### config.mk
export PLATFORM = sky130hd
export DESIGN_NAME = ssd_capture
export DESIGN_NICKNAME = d
export VERILOG_FILES = /design/src/rtl/ssd_capture.sv
export SDC_FILE = /design/constraint.sdc
export NUM_CORES = 1
export LEC_CHECK = 0
export BUFFER_PORTS_ARGS = -buffer_cell sky130_fd_sc_hd__buf_2
export CORE_ASPECT_RATIO = 0.7
export CORE_MARGIN = 1.5
export CORE_UTILIZATION = 60
export DETAILED_ROUTE_END_ITERATION = 7
export PLACE_DENSITY = 0.85
export SYNTH_ARGS = -nofsm -noshare
export SYNTH_HDL_FRONTEND = slang
export SYNTH_SLANG_ARGS = --single-unit
### constraint.sdc
create_clock -name clk -period 13.2 [get_ports clk]
set_input_delay 2.64 -clock clk [delete_from_list [all_inputs] [get_ports clk]]
set_output_delay 2.64 -clock clk [all_outputs]
set_load 0.1 [all_outputs]
### src/rtl/ssd_capture.sv
// Seven-segment display bus snooper: recovers per-digit characters from a multiplexed
// an/seg/dp bus. Optional decimal-point capture is enabled with SSD_CAPTURE_DP_EN.
module ssd_capture #(
  parameter int unsigned STABLE_CNT = 4,
  parameter int unsigned TIMEOUT    = 4096,
  parameter logic [3:0]  FRAME_MASK = 4'b0111
) (
  input  logic        clk,
  input  logic        rst,
  input  logic [3:0]  an,
  input  logic [6:0]  seg,
  input  logic        dp,
  output logic [19:0] code,
  output logic [3:0]  digit_valid,
  output logic [3:0]  dp_out,
  output logic        frame_valid,
  output logic        err_multi,
  output logic        err_glyph
);

  typedef enum logic [1:0] {StIdle, StSettle, StHold} state_e;

  localparam logic [11:0] SmpIdle   = {4'hF, 7'h7F, 1'b1};
  localparam logic [7:0]  StableLd  = 8'(STABLE_CNT);
  localparam logic [15:0] TimeoutLd = 16'(TIMEOUT);
  localparam logic [4:0]  CodeBad   = 5'h1E;

  // Segment pattern (active-low, {g,f,e,d,c,b,a}) to character code.
  function automatic logic [4:0] decode(input logic [6:0] s);
    logic [4:0] c;
    case (s)
      7'b1000000: c = 5'h00;
      7'b1111001: c = 5'h01;
      7'b0100100: c = 5'h02;
      7'b0110000: c = 5'h03;
      7'b0011001: c = 5'h04;
      7'b0010010: c = 5'h05;
      7'b0000010: c = 5'h06;
      7'b1111000: c = 5'h07;
      7'b0000000: c = 5'h08;
      7'b0010000: c = 5'h09;
      7'b0001000: c = 5'h0A;
      7'b0000011: c = 5'h0B;
      7'b1000110: c = 5'h0C;
      7'b0100001: c = 5'h0D;
      7'b0000110: c = 5'h0E;
      7'b0001110: c = 5'h0F;
      7'b1000111: c = 5'h10;
      7'b1111111: c = 5'h1F;
      default:    c = CodeBad;
    endcase
    return c;
  endfunction

  logic [3:0] an_s1_q, an_s2_q;
  logic [6:0] seg_s1_q, seg_s2_q;
  logic       dp_s;

  always_ff @(posedge clk or posedge rst) begin
    if (rst) begin
      an_s1_q  <= 4'hF;
      an_s2_q  <= 4'hF;
      seg_s1_q <= 7'h7F;
      seg_s2_q <= 7'h7F;
    end else begin
      an_s1_q  <= an;
      an_s2_q  <= an_s1_q;
      seg_s1_q <= seg;
      seg_s2_q <= seg_s1_q;
    end
  end

`ifdef SSD_CAPTURE_DP_EN
  logic dp_s1_q, dp_s2_q;

  always_ff @(posedge clk or posedge rst) begin
    if (rst) begin
      dp_s1_q <= 1'b1;
      dp_s2_q <= 1'b1;
    end else begin
      dp_s1_q <= dp;
      dp_s2_q <= dp_s1_q;
    end
  end

  assign dp_s = dp_s2_q;
`else
  logic unused_dp;
  assign unused_dp = dp;
  // Constant dp keeps it out of the stability comparison.
  assign dp_s = 1'b1;
`endif

  logic [11:0] smp, smp_q;
  logic [3:0]  sel;
  logic        one_hot, multi, same;

  assign smp     = {an_s2_q, seg_s2_q, dp_s};
  assign sel     = ~an_s2_q;
  assign one_hot = (sel != 4'd0) && ((sel & (sel - 4'd1)) == 4'd0);
  assign multi   = (sel != 4'd0) && !one_hot;
  assign same    = (smp == smp_q);

  state_e     state_q, state_d;
  logic [7:0] cnt_q, cnt_d;
  logic       capture;
  logic       err_multi_q, err_multi_d;

  always_comb begin
    state_d     = state_q;
    cnt_d       = cnt_q;
    capture     = 1'b0;
    err_multi_d = err_multi_q | multi;
    if (!one_hot) begin
      state_d = StIdle;
      cnt_d   = 8'd0;
    end else if (state_q == StIdle || !same) begin
      state_d = StSettle;
      cnt_d   = 8'd1;
    end else begin
      unique case (state_q)
        StSettle: begin
          cnt_d = cnt_q + 8'd1;
          if (cnt_d == StableLd) begin
            state_d = StHold;
            capture = 1'b1;
          end
        end
        default: ;
      endcase
    end
  end

  always_ff @(posedge clk or posedge rst) begin
    if (rst) begin
      state_q     <= StIdle;
      cnt_q       <= 8'd0;
      smp_q       <= SmpIdle;
      err_multi_q <= 1'b0;
    end else begin
      state_q     <= state_d;
      cnt_q       <= cnt_d;
      smp_q       <= smp;
      err_multi_q <= err_multi_d;
    end
  end

  logic [4:0]            glyph;
  logic [3:0]            cap_vec;
  logic [3:0][4:0]       code_q, code_d;
  logic [3:0][15:0]      timer_q, timer_d;
  logic [3:0]            valid_q, valid_d;
  logic [3:0]            seen_q, seen_d;
  logic                  frame_q, frame_d;
  logic                  err_glyph_q, err_glyph_d;

  assign glyph   = decode(seg_s2_q);
  assign cap_vec = capture ? sel : 4'd0;

  always_comb begin
    code_d      = code_q;
    timer_d     = timer_q;
    valid_d     = valid_q;
    seen_d      = seen_q;
    err_glyph_d = err_glyph_q | (capture && glyph == CodeBad);
    frame_d     = (FRAME_MASK != 4'd0) && ((seen_q & FRAME_MASK) == FRAME_MASK);
    if (frame_d) begin
      seen_d = 4'd0;
    end
    for (int i = 0; i < 4; i++) begin
      if (timer_q[i] != 16'd0) begin
        timer_d[i] = timer_q[i] - 16'd1;
        if (timer_q[i] == 16'd1) begin
          valid_d[i] = 1'b0;
          seen_d[i]  = 1'b0;
        end
      end
      // A capture overrides a same-cycle timeout.
      if (cap_vec[i]) begin
        code_d[i]  = glyph;
        timer_d[i] = TimeoutLd;
        valid_d[i] = 1'b1;
        seen_d[i]  = 1'b1;
      end
    end
  end

  always_ff @(posedge clk or posedge rst) begin
    if (rst) begin
      code_q      <= '1;
      timer_q     <= '0;
      valid_q     <= 4'd0;
      seen_q      <= 4'd0;
      frame_q     <= 1'b0;
      err_glyph_q <= 1'b0;
    end else begin
      code_q      <= code_d;
      timer_q     <= timer_d;
      valid_q     <= valid_d;
      seen_q      <= seen_d;
      frame_q     <= frame_d;
      err_glyph_q <= err_glyph_d;
    end
  end

`ifdef SSD_CAPTURE_DP_EN
  logic [3:0] dpo_q, dpo_d;

  always_comb begin
    dpo_d = dpo_q;
    for (int i = 0; i < 4; i++) begin
      if (cap_vec[i]) begin
        dpo_d[i] = ~dp_s;
      end
    end
  end

  always_ff @(posedge clk or posedge rst) begin
    if (rst) begin
      dpo_q <= 4'd0;
    end else begin
      dpo_q <= dpo_d;
    end
  end

  assign dp_out = dpo_q;
`else
  assign dp_out = 4'd0;
`endif

  assign code        = code_q;
  assign digit_valid = valid_q;
  assign frame_valid = frame_q;
  assign err_multi   = err_multi_q;
  assign err_glyph   = err_glyph_q;

endmodule

======== Word level (Yosys, flattened, before mapping) ========
Cells that the tools add are included.
storage, ports and cells
  register bits ........................... 138
  input port bits ......................... 14
cells by class
  $add $sub $neg .......................... 6
  equal/unequal tests ..................... 28
  muxes and demuxes ....................... 46
  bitwise logic cells ..................... 4
  reductions and logical operators ........ 27
operators by type and width
  cell                                                   count
  2-to-1 mux 16 bit                                      8
  case mux 5 bit (18 select lines)                       1
  == test 16 x 1 -> 1 bit, second input constant         4
  nonzero test 16 bit                                    4
  subtractor 16 x 1 -> 16 bit, second input constant     4
  == test 7 bit, second input constant                   6
  2-to-1 mux 1 bit                                       28
  2-to-1 mux 8 bit                                       3
  == test 7 x 5 -> 1 bit, second input constant          3
  == test 7 x 6 -> 1 bit, second input constant          3
  nonzero test 2 bit                                     8
  == test 7 x 2 -> 1 bit, second input constant          2
  == test 7 x 4 -> 1 bit, second input constant          2
  == test 11 bit                                         1
  AND reduction 2 bit                                    5
  adder 8 x 1 -> 8 bit, second input constant            1
  == test 8 x 3 -> 1 bit, second input constant          1
  2-to-1 mux 2 bit                                       4
  2-to-1 mux 4 bit                                       2
  == test 7 x 3 -> 1 bit, second input constant          1
  zero test 7 bit                                        1
  inequality test 3 x 1 -> 1 bit, second input constant  2
  == test 5 bit, second input constant                   1
  AND 4 bit                                              1
  other kinds (11)                                       15

======== Longest topological paths before layout ========
  depth in word-level cells ............... 9
  depth in mapped cells ................... 9
  depth with buffers taken out ............ 8

======== Least setup slack after synthesis ========
No wires, ideal clock.
  path kind ............................... reg-to-output
  start point ............................. register err_multi_q (netlist: err_multi)
  end point ............................... output port err_multi
  arrival time ............................ 0.899 ns
  data required time ...................... 10.560 ns
  path slack .............................. 9.661 ns
  cell stages (with the launch flop) ...... 1
  path buffers ............................ 0
  path through ............................ dfrtp_1
RTL lines
  element                 line  RTL
  from (decl)             107   logic err_multi_q, err_multi_d;
  from (signal assigned)  144   err_multi_q <= err_multi_d;
  to (decl)               17    output logic err_multi,
No word-level cell between the ends.

======== Worst setup path in the final report ========
  start point ............................. register code_q (netlist bit code[14])
  end point ............................... output port code[14]
RTL lines
  element                 line  RTL
  from (decl)             150   logic [3:0][4:0] code_q, code_d;
  from (signal assigned)  197   code_q <= code_d;
  to (decl)               13    output logic [19:0] code,
No word-level cell between the ends.

==> run_summary.xml <==
<?xml version="1.0" encoding="UTF-8"?>
<metrics>
  <group name="sta">
    <metric name="post-route-period-util" unit="%">30.5</metric>
    <metric name="max_freq" unit="GHz">0.248</metric>
    <metric name="skew" unit="ps">11.4</metric>
    <metric name="maxSlewHeadroom" unit="%">17.2</metric>
    <metric name="maxSlewViolCount" unit="">0</metric>
    <metric name="number_of_setup_violations_in_the_final_report" unit="">0</metric>
    <metric name="fin_ws" unit="ps">9170</metric>
    <metric name="worst_slew_pin_slew" unit="ps">1230</metric>
    <metric name="fin_crit" unit="ps">4030</metric>
    <metric name="final.hold.worst_slack" unit="ps">354</metric>
    <metric name="rsz0062_at_grt" unit="">no</metric>
    <metric name="report.final.hold_viol_count" unit="">0</metric>
    <metric name="finalSetupTns" unit="ps">0</metric>
  </group>
  <group name="floorplan">
    <metric name="die-height" unit="µm">91.6</metric>
    <metric name="placementRows" unit="">32</metric>
    <metric name="die_width" unit="µm">130</metric>
    <metric name="start_util" unit="%">61.3</metric>
    <metric name="fp.dieArea" unit="µm²">11900</metric>
    <metric name="ios" unit="">45</metric>
    <metric name="core" unit="µm²">11000</metric>
  </group>
  <group name="pwr">
    <metric name="cellPowerDensity" unit="nW/µm²">141</metric>
    <metric name="worst_ir_drop_vdd" unit="mV">0.139</metric>
    <metric name="p_leak" unit="µW">0.00348</metric>
  </group>
  <group name="route">
    <metric name="vias_per_inst" unit="">5.76</metric>
    <metric name="wl_per_cell" unit="µm">16.2</metric>
    <metric name="drt_pass1_iterations" unit="">5</metric>
    <metric name="routed-via-count" unit="">4921</metric>
    <metric name="detailedRoute.firstIterationViolations" unit="">508</metric>
    <metric name="drt-total-wl" unit="µm">13800</metric>
    <metric name="detail_route.drc_violations" unit="">0</metric>
    <metric name="ant_nets" unit="">0</metric>
  </group>
  <group name="clock_network">
    <metric name="cts.sinks" unit="">137</metric>
    <metric name="htree_num_levels" unit="">4</metric>
    <metric name="hold_buffers" unit="">0</metric>
    <metric name="clk_transition_reported_paths" unit="ps">60</metric>
    <metric name="clkLatencyLatePin" unit="ps">430</metric>
    <metric name="cts.root.buffer_cell" unit="">sky130_fd_sc_hd__clkbuf_16</metric>
    <metric name="cts_setup_buffers" unit="">0</metric>
    <metric name="clock_tree_from_tritoncts" unit="">built</metric>
    <metric name="cts_buf_count" unit="">17</metric>
    <metric name="cts.path.max_buffers" unit="">2</metric>
    <metric name="postCtsResizedCells" unit="">0</metric>
  </group>
  <group name="setup_path">
    <metric name="critical_path.cell_chain" unit="">buf_2</metric>
    <metric name="setup.worst_path.end_class" unit="">output port</metric>
    <metric name="worst_ep_arrival_time" unit="ps">1390</metric>
    <metric name="worstPathBufferInverterCount" unit="">1</metric>
    <metric name="setup.worst_path.start" unit="">code[14]</metric>
    <metric name="crit_path_top_delay_cell" unit="">sky130_fd_sc_hd__dfstp_2</metric>
    <metric name="timing.critical_path.slowest_cell_delay" unit="ps">530</metric>
    <metric name="r2r-start" unit="">cnt_q[0]</metric>
    <metric name="critical_path_required" unit="ps">10560</metric>
    <metric name="path_delay_family" unit="">flip-flops</metric>
    <metric name="worst_path_max_fanout" unit="">2</metric>
    <metric name="launching_element_type_of_the_critical_path" unit="">register</metric>
    <metric name="crit_type" unit="">register to output port</metric>
  </group>
  <group name="placement">
    <metric name="port_buffers" unit="">39</metric>
    <metric name="gpl.final_weighted_congestion" unit="">0.878</metric>
    <metric name="placement_stage_worst_setup_slack" unit="ps">8920</metric>
    <metric name="dpl.hpwl" unit="µm">8930</metric>
  </group>
  <group name="global_routing">
    <metric name="global_route.usage.total" unit="%">24.9</metric>
    <metric name="number_of_antenna_violations_at_the_first_check_in_global_routing" unit="">0</metric>
    <metric name="grt_first_pass_wirelength" unit="µm">22700</metric>
    <metric name="grt_overflow_total" unit="">0</metric>
    <metric name="grt_start_max_net_pins" unit="">79</metric>
    <metric name="first_global_vias" unit="">4825</metric>
  </group>
  <group name="synth">
    <metric name="synth_seq_cells" unit="">137</metric>
    <metric name="yosysWarnings" unit="">0</metric>
    <metric name="synth_area_per_cell" unit="µm²">10.3</metric>
    <metric name="postSynth.asyncResetShare" unit="%">100</metric>
    <metric name="synthesis.area" unit="µm²">6730</metric>
    <metric name="synth_enable_flop_cells" unit="">0</metric>
    <metric name="synthFlopType" unit="">sky130_fd_sc_hd__dfrtp_1</metric>
    <metric name="seq_area_frac_synth" unit="%">52.0</metric>
    <metric name="post_synth_inst_count" unit="">653</metric>
    <metric name="ys_types" unit="">70</metric>
  </group>
  <group name="outcome">
    <metric name="result_of_the_run" unit="">complete, no violations</metric>
  </group>
  <group name="hold_path">
    <metric name="hp_class" unit="">register to register</metric>
    <metric name="worst_hold_startpoint" unit="">an_s1_q[0]</metric>
  </group>
  <group name="final_layout">
    <metric name="proportion_of_layout_cells_with_a_drive_suffix_above_1" unit="%">27.2</metric>
    <metric name="final_nets" unit="">712</metric>
    <metric name="synthToLayoutAreaGrowth" unit="%">12.9</metric>
    <metric name="finalCoreUtilization" unit="%">69.2</metric>
    <metric name="n_antenna_cell" unit="">0</metric>
    <metric name="fillers" unit="">797</metric>
  </group>
  <group name="run">
    <metric name="timing.max_cap.violations" unit="">0</metric>
  </group>
</metrics>
==> layout by cell type, fill, tap and decap left out, drive strengths merged, types with 5 or more instances in the layout <==
master and n:
or3 14, nor3 38, nand3 13, or4 10, o2111ai 6, xor2 16, a21oi 27, clkbuf 21
inv 20, dfstp 53, nor4 16, nor4b 5, buf 40, dfrtp 84, xnor2 49, clkinv 6
nand3b 5, o21ai 37, nand2 58, nand2b 7, and3 5, nor2 99, nand4 11, ha 9
==> final timing paths <==
kind / to / depth (start not counted) / slack (ps)
max reg2reg: timer_q[26] / 6 / 10270
max in group asynchronous: err_multi / 3 / 9470
min reg2reg: an_s2_q[0] / 0 / 350
max: code[14] / 1 / 9170
min in group asynchronous: digit_valid[3] / 2 / 2340
min: an_s2_q[0] / 0 / 350
==> metrics by stage <==
stage               total power [µW]  std cells  instance area, µm²
global placement                 580        823                6980
global route                    1110        855                7590
detailed placement               588        823                6980
floorplan                        564        656                6740
finish                          1070        855                7590
CTS                             1080        855                7590
==> state kept, by name, indices dropped and copies added (netlist names) <==
name	count
err_multi	1
seg_s1_q	7
an_s2_q	4
digit_valid	4
seen_q	3
smp_q	11
err_glyph	1
timer_q	64
state_q	2
frame_valid	1
seg_s2_q	7
code	20
an_s1_q	4
cnt_q	8
==> synthesized netlist by cell type, types with 14 or more instances <==
cell	number	area, µm²
sky130_fd_sc_hd__dfrtp_1	84	2100
sky130_fd_sc_hd__nand2_1	58	218
sky130_fd_sc_hd__nor2_1	56	210
sky130_fd_sc_hd__dfstp_2	53	1390
sky130_fd_sc_hd__xnor2_1	49	429
sky130_fd_sc_hd__nor2_2	42	263
sky130_fd_sc_hd__nor3_1	34	170
sky130_fd_sc_hd__o21ai_1	28	140
sky130_fd_sc_hd__a21oi_1	27	135
sky130_fd_sc_hd__xor2_1	16	140
sky130_fd_sc_hd__inv_1	14	52.6
sky130_fd_sc_hd__nor4_1	14	87.6
sky130_fd_sc_hd__or3_1	14	87.6
==> cell families (layout without fill, tap and decap cells) <==
family                     after synthesis  after routing  share of synthesized area [%]
AOI/OAI and AO/OA                       95             95                           9.11
and+or+nand+nor                        301            301                           25.1
muxes                                    2              2                          0.316
DFF                                    137            137                           52.0
buffers and inverters                   43             89                           3.31
xor gates and xnor gates                65             65                           8.46
other                                    1              4                         0.0558
adders and majority gates                9              9                           1.67
==> per-layer routing <==
layer / up-vias / GRT usage [%] / share of wire [%]
met3: 35 / 6.66 / 4.9
met4: 0 / 9.91 / 2.6
met1: 2392 / 32.1 / 44
met5: - / 0 / 0
met2: 156 / 40.1 / 49
li1: 2338 / - / -
==> layout make-up <==
type | count | area [µm²] | share of cell area [%]
multi-input cells | 476 | 3020 | 39.8
clock inverters | 11 | 104 | 1.37
repair buffers | 40 | 203 | 2.67
inverters | 17 | 66.3 | 0.873
clock buffers | 21 | 514 | 6.77
well taps | 153 | 191 | 2.52
flip-flops and latches | 137 | 3490 | 46.0
==> report_power, final <==
part	leakage, µW	switching, µW	total, µW	internal [µW]
combinational	0.00146	81.4	134	52.6
clock	0.000306	188	487	299
sequential	0.00172	12.3	450	437
total	0.00348	281	1070	789
Note: power is estimated with default switching activity, not from simulation.
